===== config.mk =====
export PLATFORM = sky130hd
export DESIGN_NAME = gpio_pattern_seq
export DESIGN_NICKNAME = d
export VERILOG_FILES = /design/src/rtl/gpio_pattern_seq.sv
export SDC_FILE = /design/constraint.sdc
export NUM_CORES = 1
export LEC_CHECK = 0
export BUFFER_PORTS_ARGS = -buffer_cell sky130_fd_sc_hd__clkbuf_2
export CAP_MARGIN = 20
export CELL_PAD_IN_SITES_DETAIL_PLACEMENT = 1
export CELL_PAD_IN_SITES_GLOBAL_PLACEMENT = 2
export CORE_ASPECT_RATIO = 1.4
export CORE_MARGIN = 2
export CORE_UTILIZATION = 33
export CTS_BUF_LIST = sky130_fd_sc_hd__clkbuf_16
export CTS_CLUSTER_DIAMETER = 150
export DETAILED_ROUTE_END_ITERATION = 8
export PLACE_DENSITY_LB_ADDON = 0.1
export SYNTH_ARGS = -nofsm -noshare
export SYNTH_HDL_FRONTEND = slang
export SYNTH_SLANG_ARGS = --single-unit

===== constraint.sdc =====
create_clock -name clk -period 3.5 [get_ports clk]
set_clock_uncertainty 0.2 [all_clocks]
set_input_delay 0.875 -clock clk [delete_from_list [all_inputs] [get_ports clk]]
set_output_delay 0.875 -clock clk [all_outputs]
set_load 0.1 [all_outputs]

===== src/rtl/gpio_pattern_seq.sv =====
// GPIO pattern sequencer core: drives one of four patterns (walk-one, ping-pong,
// thermometer fill, binary count) on N_GPIO outputs and advances it once every
// `prescaler` milliseconds. It supports pause/resume and emits step and wrap pulses
// that are registered together with the pattern update.
module gpio_pattern_seq #(
  parameter int N_GPIO     = 34,
  parameter int PRESC_W    = 14,
  parameter int CLK_PER_MS = 10000
) (
  input  logic               clk,
  input  logic               nrst,
  input  logic               enable,
  input  logic               stop,
  input  logic [PRESC_W-1:0] prescaler,
  input  logic [1:0]         mode,
  output logic [N_GPIO-1:0]  gpio,
  output logic               step_pulse,
  output logic               wrap_pulse,
  output logic               busy
);

  localparam int MS_W = $clog2(CLK_PER_MS);

  typedef enum logic [1:0] {
    IDLE  = 2'd0,
    RUN   = 2'd1,
    PAUSE = 2'd2
  } state_t;

  state_t             state;
  state_t             state_nxt;
  logic [MS_W-1:0]    ms_cnt;
  logic [PRESC_W-1:0] step_cnt;
  logic [PRESC_W-1:0] presc_l;
  logic [PRESC_W-1:0] step_last;
  logic [1:0]         mode_l;
  logic               down;
  logic               running;
  logic               ms_tick;
  logic               step_due;

  // Binary count starts from zero; every other mode starts with bit 0 set.
  function automatic logic [N_GPIO-1:0] start_pat(input logic [1:0] md);
    return (md == 2'b11) ? '0 : N_GPIO'(1);
  endfunction

  // One pattern advance; returns {wrap, new_down, new_pattern}.
  function automatic logic [N_GPIO+1:0] advance(input logic [N_GPIO-1:0] cur,
                                                 input logic [1:0]        md,
                                                 input logic              dn);
    logic [N_GPIO-1:0] nxt;
    logic              ndn;
    logic              wrap;
    nxt  = cur;
    ndn  = dn;
    wrap = 1'b0;
    case (md)
      2'b00: begin
        nxt  = {cur[N_GPIO-2:0], cur[N_GPIO-1]};
        wrap = cur[N_GPIO-1];
      end
      2'b01: begin
        if (!dn) begin
          nxt = cur << 1;
          if (nxt[N_GPIO-1]) ndn = 1'b1;
        end else begin
          nxt = cur >> 1;
          if (nxt[0]) begin
            ndn  = 1'b0;
            wrap = 1'b1;
          end
        end
      end
      2'b10: begin
        if (&cur) begin
          nxt  = N_GPIO'(1);
          wrap = 1'b1;
        end else begin
          nxt = {cur[N_GPIO-2:0], 1'b1};
        end
      end
      default: begin
        nxt  = cur + 1'b1;
        wrap = &cur;
      end
    endcase
    return {wrap, ndn, nxt};
  endfunction

  // Counters run only while active, enabled and not stopped; this makes stop freeze
  // on the very edge it is seen and lets resume continue the partial period at once.
  assign running   = (state != IDLE) && enable && !stop;
  assign ms_tick   = running && (ms_cnt == MS_W'(CLK_PER_MS - 1));
  assign step_last = (presc_l == '0) ? '0 : presc_l - 1'b1;
  assign step_due  = ms_tick && (step_cnt == step_last);
  assign busy      = (state != IDLE);

  // State register.
  always_ff @(posedge clk or negedge nrst) begin
    if (!nrst) state <= IDLE;
    else       state <= state_nxt;
  end

  // Next-state logic; enable low takes priority over stop.
  always_comb begin
    state_nxt = state;
    case (state)
      IDLE:    if (enable) state_nxt = RUN;
      RUN:     if (!enable) state_nxt = IDLE;
               else if (stop) state_nxt = PAUSE;
      PAUSE:   if (!enable) state_nxt = IDLE;
               else if (!stop) state_nxt = RUN;
      default: state_nxt = IDLE;
    endcase
  end

  // Pattern, timing counters and pulses; mode/prescaler are latched at load and step boundaries.
  always_ff @(posedge clk or negedge nrst) begin
    if (!nrst) begin
      gpio       <= '0;
      ms_cnt     <= '0;
      step_cnt   <= '0;
      presc_l    <= '0;
      mode_l     <= '0;
      down       <= 1'b0;
      step_pulse <= 1'b0;
      wrap_pulse <= 1'b0;
    end else begin
      step_pulse <= 1'b0;
      wrap_pulse <= 1'b0;
      if (state == IDLE) begin
        if (enable) begin
          gpio     <= start_pat(mode);
          ms_cnt   <= '0;
          step_cnt <= '0;
          presc_l  <= prescaler;
          mode_l   <= mode;
          down     <= 1'b0;
        end
      end else if (!enable) begin
        gpio     <= '0;
        ms_cnt   <= '0;
        step_cnt <= '0;
        down     <= 1'b0;
      end else if (running) begin
        if (ms_tick) ms_cnt <= '0;
        else         ms_cnt <= ms_cnt + 1'b1;
        if (step_due) begin
          step_cnt   <= '0;
          presc_l    <= prescaler;
          mode_l     <= mode;
          step_pulse <= 1'b1;
          if (mode != mode_l) begin
            gpio <= start_pat(mode);
            down <= 1'b0;
          end else begin
            {wrap_pulse, down, gpio} <= advance(gpio, mode_l, down);
          end
        end else if (ms_tick) begin
          step_cnt <= step_cnt + 1'b1;
        end
      end
    end
  end

endmodule

==> results of run 1 <==
==> cell type report <==
type | instances | area [um^2] | area share
Clock buffer | 9 | 225 | 0.0316
Timing Repair Buffer | 122 | 821 | 0.115
Tap cell | 236 | 295 | 0.0415
Clock inverter | 7 | 76.3 | 0.0107
Sequential cell | 83 | 2090 | 0.294
Multi-Input combinational cell | 525 | 3550 | 0.499
Inverter | 15 | 56.3 | 0.00791
==> layout by cell type (no fill, tap or decap), types with 14 or more instances in the layout <==
master / n
a211oi_1: 16
a21oi_1: 32
buf_4: 61
clkbuf_2: 55
dfrtp_1: 69
dfrtp_2: 14
inv_1: 15
nand2_1: 42
nand3_1: 43
nand4_1: 19
nor2_1: 65
nor3_1: 26
o21ai_0: 34
o22ai_1: 26
xnor2_1: 17
xor2_1: 25
==> worst register-to-register path: cells and delay by family, from the launching register on <==
| kind | cells | cell delay (ps) |
|---|---|---|
| AOI/OAI and AO/OA | 5 | 1310 |
| and+or+nand+nor | 3 | 1290 |
| buffers and inverters | 1 | 240 |
| DFF | 1 | 380 |
==> how the worst max path moves through the flow <==
| stage | startpoint | to | slack, ps | depth (start not counted) |
|---|---|---|---|---|
| after CTS | presc_l[1]$_DFFE_PN0P_ | gpio[31]$_DFFE_PN0P_ | 6 | 13 |
| after floorplan | gpio[19]$_DFFE_PN0P_ | gpio[23]$_DFFE_PN0P_ | 20 | 9 |
| after global routing | presc_l[4]$_DFFE_PN0P_ | gpio[18]$_DFFE_PN0P_ | -90 | 9 |
| final | presc_l[4]$_DFFE_PN0P_ | gpio[18]$_DFFE_PN0P_ | -10 | 9 |
| after global placement | presc_l[1]$_DFFE_PN0P_ | gpio[18]$_DFFE_PN0P_ | 110 | 11 |
| after detailed placement | presc_l[1]$_DFFE_PN0P_ | gpio[18]$_DFFE_PN0P_ | 20 | 11 |
==> power groups by stage <==
stage / combinational [mW] / clock [mW] / sequential [mW]
after global routing: 1.00 / 1.06 / 1.12
after CTS: 0.901 / 1.03 / 1.11
after detailed placement: 0.898 / 0 / 1.13
after floorplan: 0.517 / 0 / 1.20
after global placement: 0.881 / 0 / 1.13
final: 0.924 / 1.00 / 1.11
==> metal layers <==
layer | wire length, um | up-vias | GRT usage
li1 | - | 2688 | -
met1 | 8350 | 2970 | 0.250
met2 | 11400 | 81 | 0.420
met3 | 497 | 35 | 0.0321
met4 | 566 | 0 | 0.0877
met5 | 0 | - | 0
==> logic make-up (layout without fill, tap and decap cells) <==
kind of cell | Yosys count | after routing
flops | 83 | 83
compound gates | 179 | 179
buf+inv | 73 | 153
fa+ha+maj | 4 | 4
mux | 31 | 31
xor+xnor | 42 | 42
simple gates | 269 | 269
==> per-stage QoR <==
stage / setup TNS (ps) / power (mW) / std cells
global placement: 0 / 2.01 / 974
detailed placement: 0 / 2.03 / 974
CTS: 0 / 3.05 / 990
global route: -950 / 3.19 / 997
finish: -13.4 / 3.04 / 997
floorplan: 0 / 1.71 / 681
==> registers in the layout, summed over array words and instances, names as in the netlist, 2 cells and up <==
signal    count
presc_l      14
state         2
step_cnt     14
ms_cnt       14
gpio         34
mode_l        2
==> repair_timing <==
| item | 4_1_cts | 5_1_grt |
|---|---|---|
| gates cloned | 0 | 1 |
| buffers inserted | 0 | 6 |
| endpoints found under the setup margin | 1 | 50 |
| pin swaps | 0 | 3 |
| resized for setup | 1 | 16 |
==> synthesized netlist by cell type, types with 5 or more instances <==
cell       instances
mux2_2            13
a21oi_1           32
dfrtp_1           83
nor4_1             8
xor2_1            25
o221ai_1           5
nand3_1           44
inv_1             15
nand2_1           42
and2_1             6
nor2b_1            7
nor2_1            65
buf_2             11
a311oi_1           9
a2111oi_0          7
xnor2_1           17
o31ai_1            5
clkbuf_1          42
a211oi_1          16
nor3_1            26
mux2i_1            6
mux2_4            10
o21ai_0           34
nand4_1           19
a31oi_1            5
and3_1             9
or3_1             10
o22ai_1           26
==> run_results.csv, run 1 <==
group,metric,value,unit
power_and_ir_drop,p_sw_frac,0.369,
clock_network,clock_path_buffers,2,
place,portBuffers,56,
final_layout,antennaDiodeCount,0,
logic_synthesis,synth_warnings,0,
clock_network,clkTransAtPathRegs,70,ps
power_and_ir_drop,pwr-share-clk,0.330,
routing,drc,0,
clock_network,clockRootBuffer,"clkbuf_16",
logic_synthesis,synthTopCellsByArea,"dfrtp_1 35%, nor2_1 4.2%, nand3_1 3.8%, xor2_1 3.7%, o21ai_0 2.9%",
floorplanning,die_h,162,um
routing,vias,5774,
floorplanning,core,17400,um^2
place,gp_congestion,0.855,
global_route,track_usage,0.225,
logic_synthesis,synth-edff-count,0,
global_route,antenna_found_initial,0,
routing,dr.first_iter.drc_count,213,
global_route,grt_pass1_vias,6186,
floorplanning,dieArea,18900,um^2
run_status,violations,"negative setup slack",
clock_network,cts_tree,"yes",
timing,fmax,285,MHz
hold_path,min-delay-start,"ms_cnt[10]$_DFFE_PN0P_",
logic_synthesis,synth_seq_cells,83,
setup_path,timing.rr.start,"presc_l[4]$_DFFE_PN0P_",
flow_run,cap_violations,0,
clock_network,numCtsBuffers,9,
floorplanning,placementRows,57,
setup_path,critical_path_arrival,3590,ps
timing,period_share,1.00,
setup_path,regToRegSetupSlack,-10,ps
routing,viasPerCell,5.79,
final_layout,nets,780,
timing,timing.hold.ws,355,ps
global_route,grt_overflow,0,
timing,drv_slew,0,
clock_network,postCtsHoldBufs,0,
logic_synthesis,synthFlopType,"dfrtp_1",
clock_network,htree_levels,3,
setup_path,cp-start-kind,"flop",
final_layout,drive_gt1_frac,0.276,
timing,fin_crit,3510,ps
floorplanning,start_util,0.337,
place,placed_cell_area,6690,um^2
setup_path,critPathRequiredTime,3580,ps
logic_synthesis,synth.largest_area_cell,"dfrtp_1",
logic_synthesis,synth_compound_area_frac,0.213,
hold_path,hold-path-cell-count,2,
logic_synthesis,avgSynthCellArea,8.62,um^2
final_layout,fin_util,0.409,
setup_path,reg2regPathDepth,9,
routing,first_pass_iters,4,
logic_synthesis,synthDistinctLibCells,79,
setup_path,cp_slowest_stage_delay,560,ps
setup_path,crit_chain,"or4_1, or3_4, a211oi_4, o2111ai_2, a2111oi_2, nand4_1, buf_6, a2111o_1, a21oi_1",
routing,drt-total-wl,20.8,mm
run_status,status,"complete, but fails checks",
global_route,grt_max_degree,44,
hold_path,hold_path.class,"reg2reg",
logic_synthesis,post_synth_xor_area_fraction,0.0627,
routing,postRouteAntennaNets,0,
setup_path,critPathMaxFanout,6,
logic_synthesis,muxShareOfSynthArea,0.0646,
logic_synthesis,yosys.area.top_type_share,0.354,
floorplanning,die_w,117,um
hold_path,min_to,"ms_cnt[10]$_DFFE_PN0P_",
setup_path,slowest_stage,"or4_1",
final_layout,area_growth,21.3,%
timing,fin_ws,-10.1,ps
clock_network,clkSinkCount,83,
clock_network,worst_skew_pair.late_latency,350,ps
setup_path,path_delay_family,"compound AO/OA/AOI/OAI gates",
power_and_ir_drop,cellLeakagePower,2.80,nW
power_and_ir_drop,pwr-share-comb,0.304,
logic_synthesis,synth_nets,705,
floorplanning,ioPinCount,57,
logic_synthesis,async_reset_ff_frac,1.00,
power_and_ir_drop,power.switching,1.12,mW
timing,finalHoldViolations,0,
logic_synthesis,syn_area,5870,um^2
timing,tightest_slew,700,ps
logic_synthesis,synth_simple_gate_area_share,0.241,
setup_path,worst-path-buf-inv,1,
setup_path,worst-setup-path-type,"reg2reg",
power_and_ir_drop,max-vdd-ir-drop,0.000230,V
final_layout,design_area,7120,um^2
routing,wl_per_cell,20.9,um
timing,slew_headroom,0.533,
setup_path,r2r-end,"gpio[18]$_DFFE_PN0P_",
global_route,grt_pass1_wl,33.0,mm
logic_synthesis,synthAdderAreaFrac,0.00853,
power_and_ir_drop,power_density,427,nW/um^2
power_and_ir_drop,p_int,1.92,mW
final_layout,nFillCells,2128,
logic_synthesis,seq_area_frac_synth,0.354,
logic_synthesis,synthCells,681,
timing,setup_viol,3,
place,dp_slack,20.9,ps
logic_synthesis,synth_top_family_by_area,"simple AND/OR/NAND/NOR gates",
power_and_ir_drop,seqPwrFrac,0.366,
setup_path,critPathCaptureType,"flop",
place,hpwlAfterDp,15.1,mm
(Power assumes the default switching activity.)
==> inputs of run 2 (changes only) <==
==> config.mk (replaced) <==
export PLATFORM = sky130hd
export DESIGN_NAME = gpio_pattern_seq
export DESIGN_NICKNAME = d
export VERILOG_FILES = /design/src/rtl/gpio_pattern_seq.sv
export SDC_FILE = /design/constraint.sdc
export NUM_CORES = 1
export LEC_CHECK = 0
export CAP_MARGIN = 20
export CELL_PAD_IN_SITES_DETAIL_PLACEMENT = 1
export CELL_PAD_IN_SITES_GLOBAL_PLACEMENT = 2
export CORE_ASPECT_RATIO = 1.4
export CORE_MARGIN = 2
export CORE_UTILIZATION = 35
export CTS_BUF_LIST = sky130_fd_sc_hd__clkbuf_16
export CTS_CLUSTER_DIAMETER = 150
export DETAILED_ROUTE_END_ITERATION = 8
export DONT_BUFFER_PORTS = 1
export PLACE_DENSITY_LB_ADDON = 0.1
export SETUP_SLACK_MARGIN = 0.4
export SKIP_LAST_GASP = 1
export SYNTH_ARGS = -nofsm -noshare
export SYNTH_HDL_FRONTEND = slang
export SYNTH_SLANG_ARGS = --single-unit
==> run 2 against run 1 <==
The flow now finishes without violations. Design area grew 5.2%. Utilization grew 4.2 points. Combinational power grew 7.5%. Via count shrank 0.92%. Largest cell class unchanged.
==> run_results.csv, run 2 (same netlist as run 1, synthesis figures left out) <==
group,metric,value,unit
timing,slew_headroom,0.426,
place,portBuffers,0,
setup_path,slowest_stage,"or4_4",
routing,viasPerCell,6.05,
power_and_ir_drop,p_total,3.29,mW
setup_path,crit_chain,"or4_4, buf_4, or3_4, a221oi_4, a31oi_2, o31ai_4, and4b_2, o21ai_4, buf_4, buf_12, mux2_4",
clock_network,clkSinkCount,83,
floorplanning,ioPinCount,57,
final_layout,largest_reg_flops,34,
routing,dr.first_iter.drc_count,217,
floorplanning,dieArea,17800,um^2
power_and_ir_drop,max-vdd-ir-drop,0.000182,V
timing,tightest_slew,862,ps
setup_path,path_delay_family,"simple AND/OR/NAND/NOR gates",
clock_network,htree_levels,3,
routing,drt-total-wl,21.3,mm
setup_path,cp_slowest_stage_delay,570,ps
setup_path,worst-path-buf-inv,3,
hold_path,hold_path.class,"in2async",
routing,wl_per_cell,22.5,um
final_layout,nets,762,
setup_path,timing.rr.start,"presc_l[0]$_DFFE_PN0P_",
global_route,grt_pass1_vias,6254,
clock_network,clock_path_buffers,2,
floorplanning,start_util,0.353,
timing,grt_setup_unrepaired,"yes",
clock_network,cts_tree,"yes",
final_layout,multi_input_area,3760,um^2
setup_path,crit_start,"presc_l[0]$_DFFE_PN0P_",
routing,vias,5721,
global_route,use_met3,0.0439,
timing,setup_viol,0,
setup_path,critPathRequiredTime,3530,ps
timing,finalHoldViolations,0,
final_layout,nFillCells,1932,
floorplanning,die_h,157,um
floorplanning,placementRows,56,
place,hpwlAfterDp,14.7,mm
timing,fmax,292,MHz
final_layout,final_common_cell,"buf_4",
floorplanning,die_w,113,um
final_layout,fin_util,0.451,
setup_path,critPathMaxFanout,8,
final_layout,area_growth,27.6,%
clock_network,clkTransAtPathRegs,70,ps
global_route,grt_use_met1,0.266,
setup_path,cp-start-kind,"flop",
floorplanning,core,16600,um^2
global_route,grt_max_degree,84,
timing,setup_tns,0,ps
final_layout,regArea,2110,um^2
routing,postRouteAntennaNets,0,
final_layout,regMostFlops,"gpio",
final_layout,antennaDiodeCount,0,
clock_network,numCtsBuffers,9,
final_layout,drive_gt1_frac,0.307,
setup_path,cp_common_cell,"buf_4",
setup_path,critical_path_arrival,3460,ps
timing,drv_slew,0,
run_status,status,"completed",
routing,first_pass_iters,4,
timing,fin_crit,3430,ps
global_route,grt_overflow,0,
place,gp_congestion,0.853,
final_layout,layout_common_cells,"86 x buf_4, 65 x nor2_1, 61 x dfrtp_1",
global_route,met2_usage,0.454,
global_route,grt.busiest_layer,"met2",
global_route,antenna_found_initial,0,
timing,timing.hold.ws,18.7,ps
global_route,track_usage,0.240,
setup_path,worst-setup-path-type,"reg2reg",
routing,drc,0,
clock_network,clockRootBuffer,"clkbuf_16",
clock_network,worst_skew_pair.late_latency,350,ps
setup_path,critPathCaptureType,"flop",
power_and_ir_drop,power_density,440,nW/um^2
global_route,grt_pass1_wl,33.7,mm
power_and_ir_drop,cellLeakagePower,2.85,nW
timing,period_share,0.979,
flow_run,cap_violations,0,
==> run 2: cell count changes in the layout (fill, tap and decap cells not counted), moves of 5 or more <==
cell,before,now
clkbuf_2,55,0
buf_4,61,86
o21ai_0,34,25
dfrtp_1,69,61
a21oi_1,32,27
a21oi_2,0,5
buf_6,2,7
nand3_1,43,38
o21ai_1,0,5
==> run 2: repair_timing <==
item                                    CTS  global route
buffers inserted                         14             8
hold buffers                              0             1
cloned                                    2             2
pin swaps                                10            18
endpoints found under the hold margin     0             6
gates resized for setup                  19            51
endpoints found under the setup margin   65            66
==> run 2: path summary, 6_finish.rpt <==
kind	end	depth (start not counted)	slack, ps
max in group asynchronous	presc_l[6]$_DFFE_PN0P_	1	2220
min in group clk	ms_cnt[10]$_DFFE_PN0P_	2	340
hold reg to reg	ms_cnt[10]$_DFFE_PN0P_	2	340
hold / removal	presc_l[7]$_DFFE_PN0P_	0	20
setup / recovery	presc_l[3]$_DFFE_PN0P_	11	70
setup reg to reg	presc_l[3]$_DFFE_PN0P_	11	70
==> run 2: routing by layer <==
metal  up-vias  routed length (um)
li1       2656                   -
met1      2924                8410
met2       101               11500
met3        40                 724
met4         0                 614
met5         -                   0
==> run 2: layout make-up <==
cell class	count	area share
clock inverters	7	0.0189
well taps	203	0.0339
multi-input cells	525	0.502
clock buffers	9	0.0301
repair buffers	104	0.125
inverters	15	0.00752
flip-flops and latches	83	0.282
==> run 2: per-stage QoR <==
step	setup WS [ps]	area, um^2	cells
after floorplan	231	6010	681
after global placement	143	6590	903
after detailed placement	67.4	6590	903
after CTS	164	7170	935
after global routing	-45.6	7490	946
final	74.0	7490	946
==> run 2: report_power, final <==
group          total [mW]  switching [mW]  internal (mW)
Clock                1.21           0.433          0.772
Combinational       0.993           0.616          0.377
Sequential           1.10          0.0771           1.02
Total                3.29            1.13           2.17
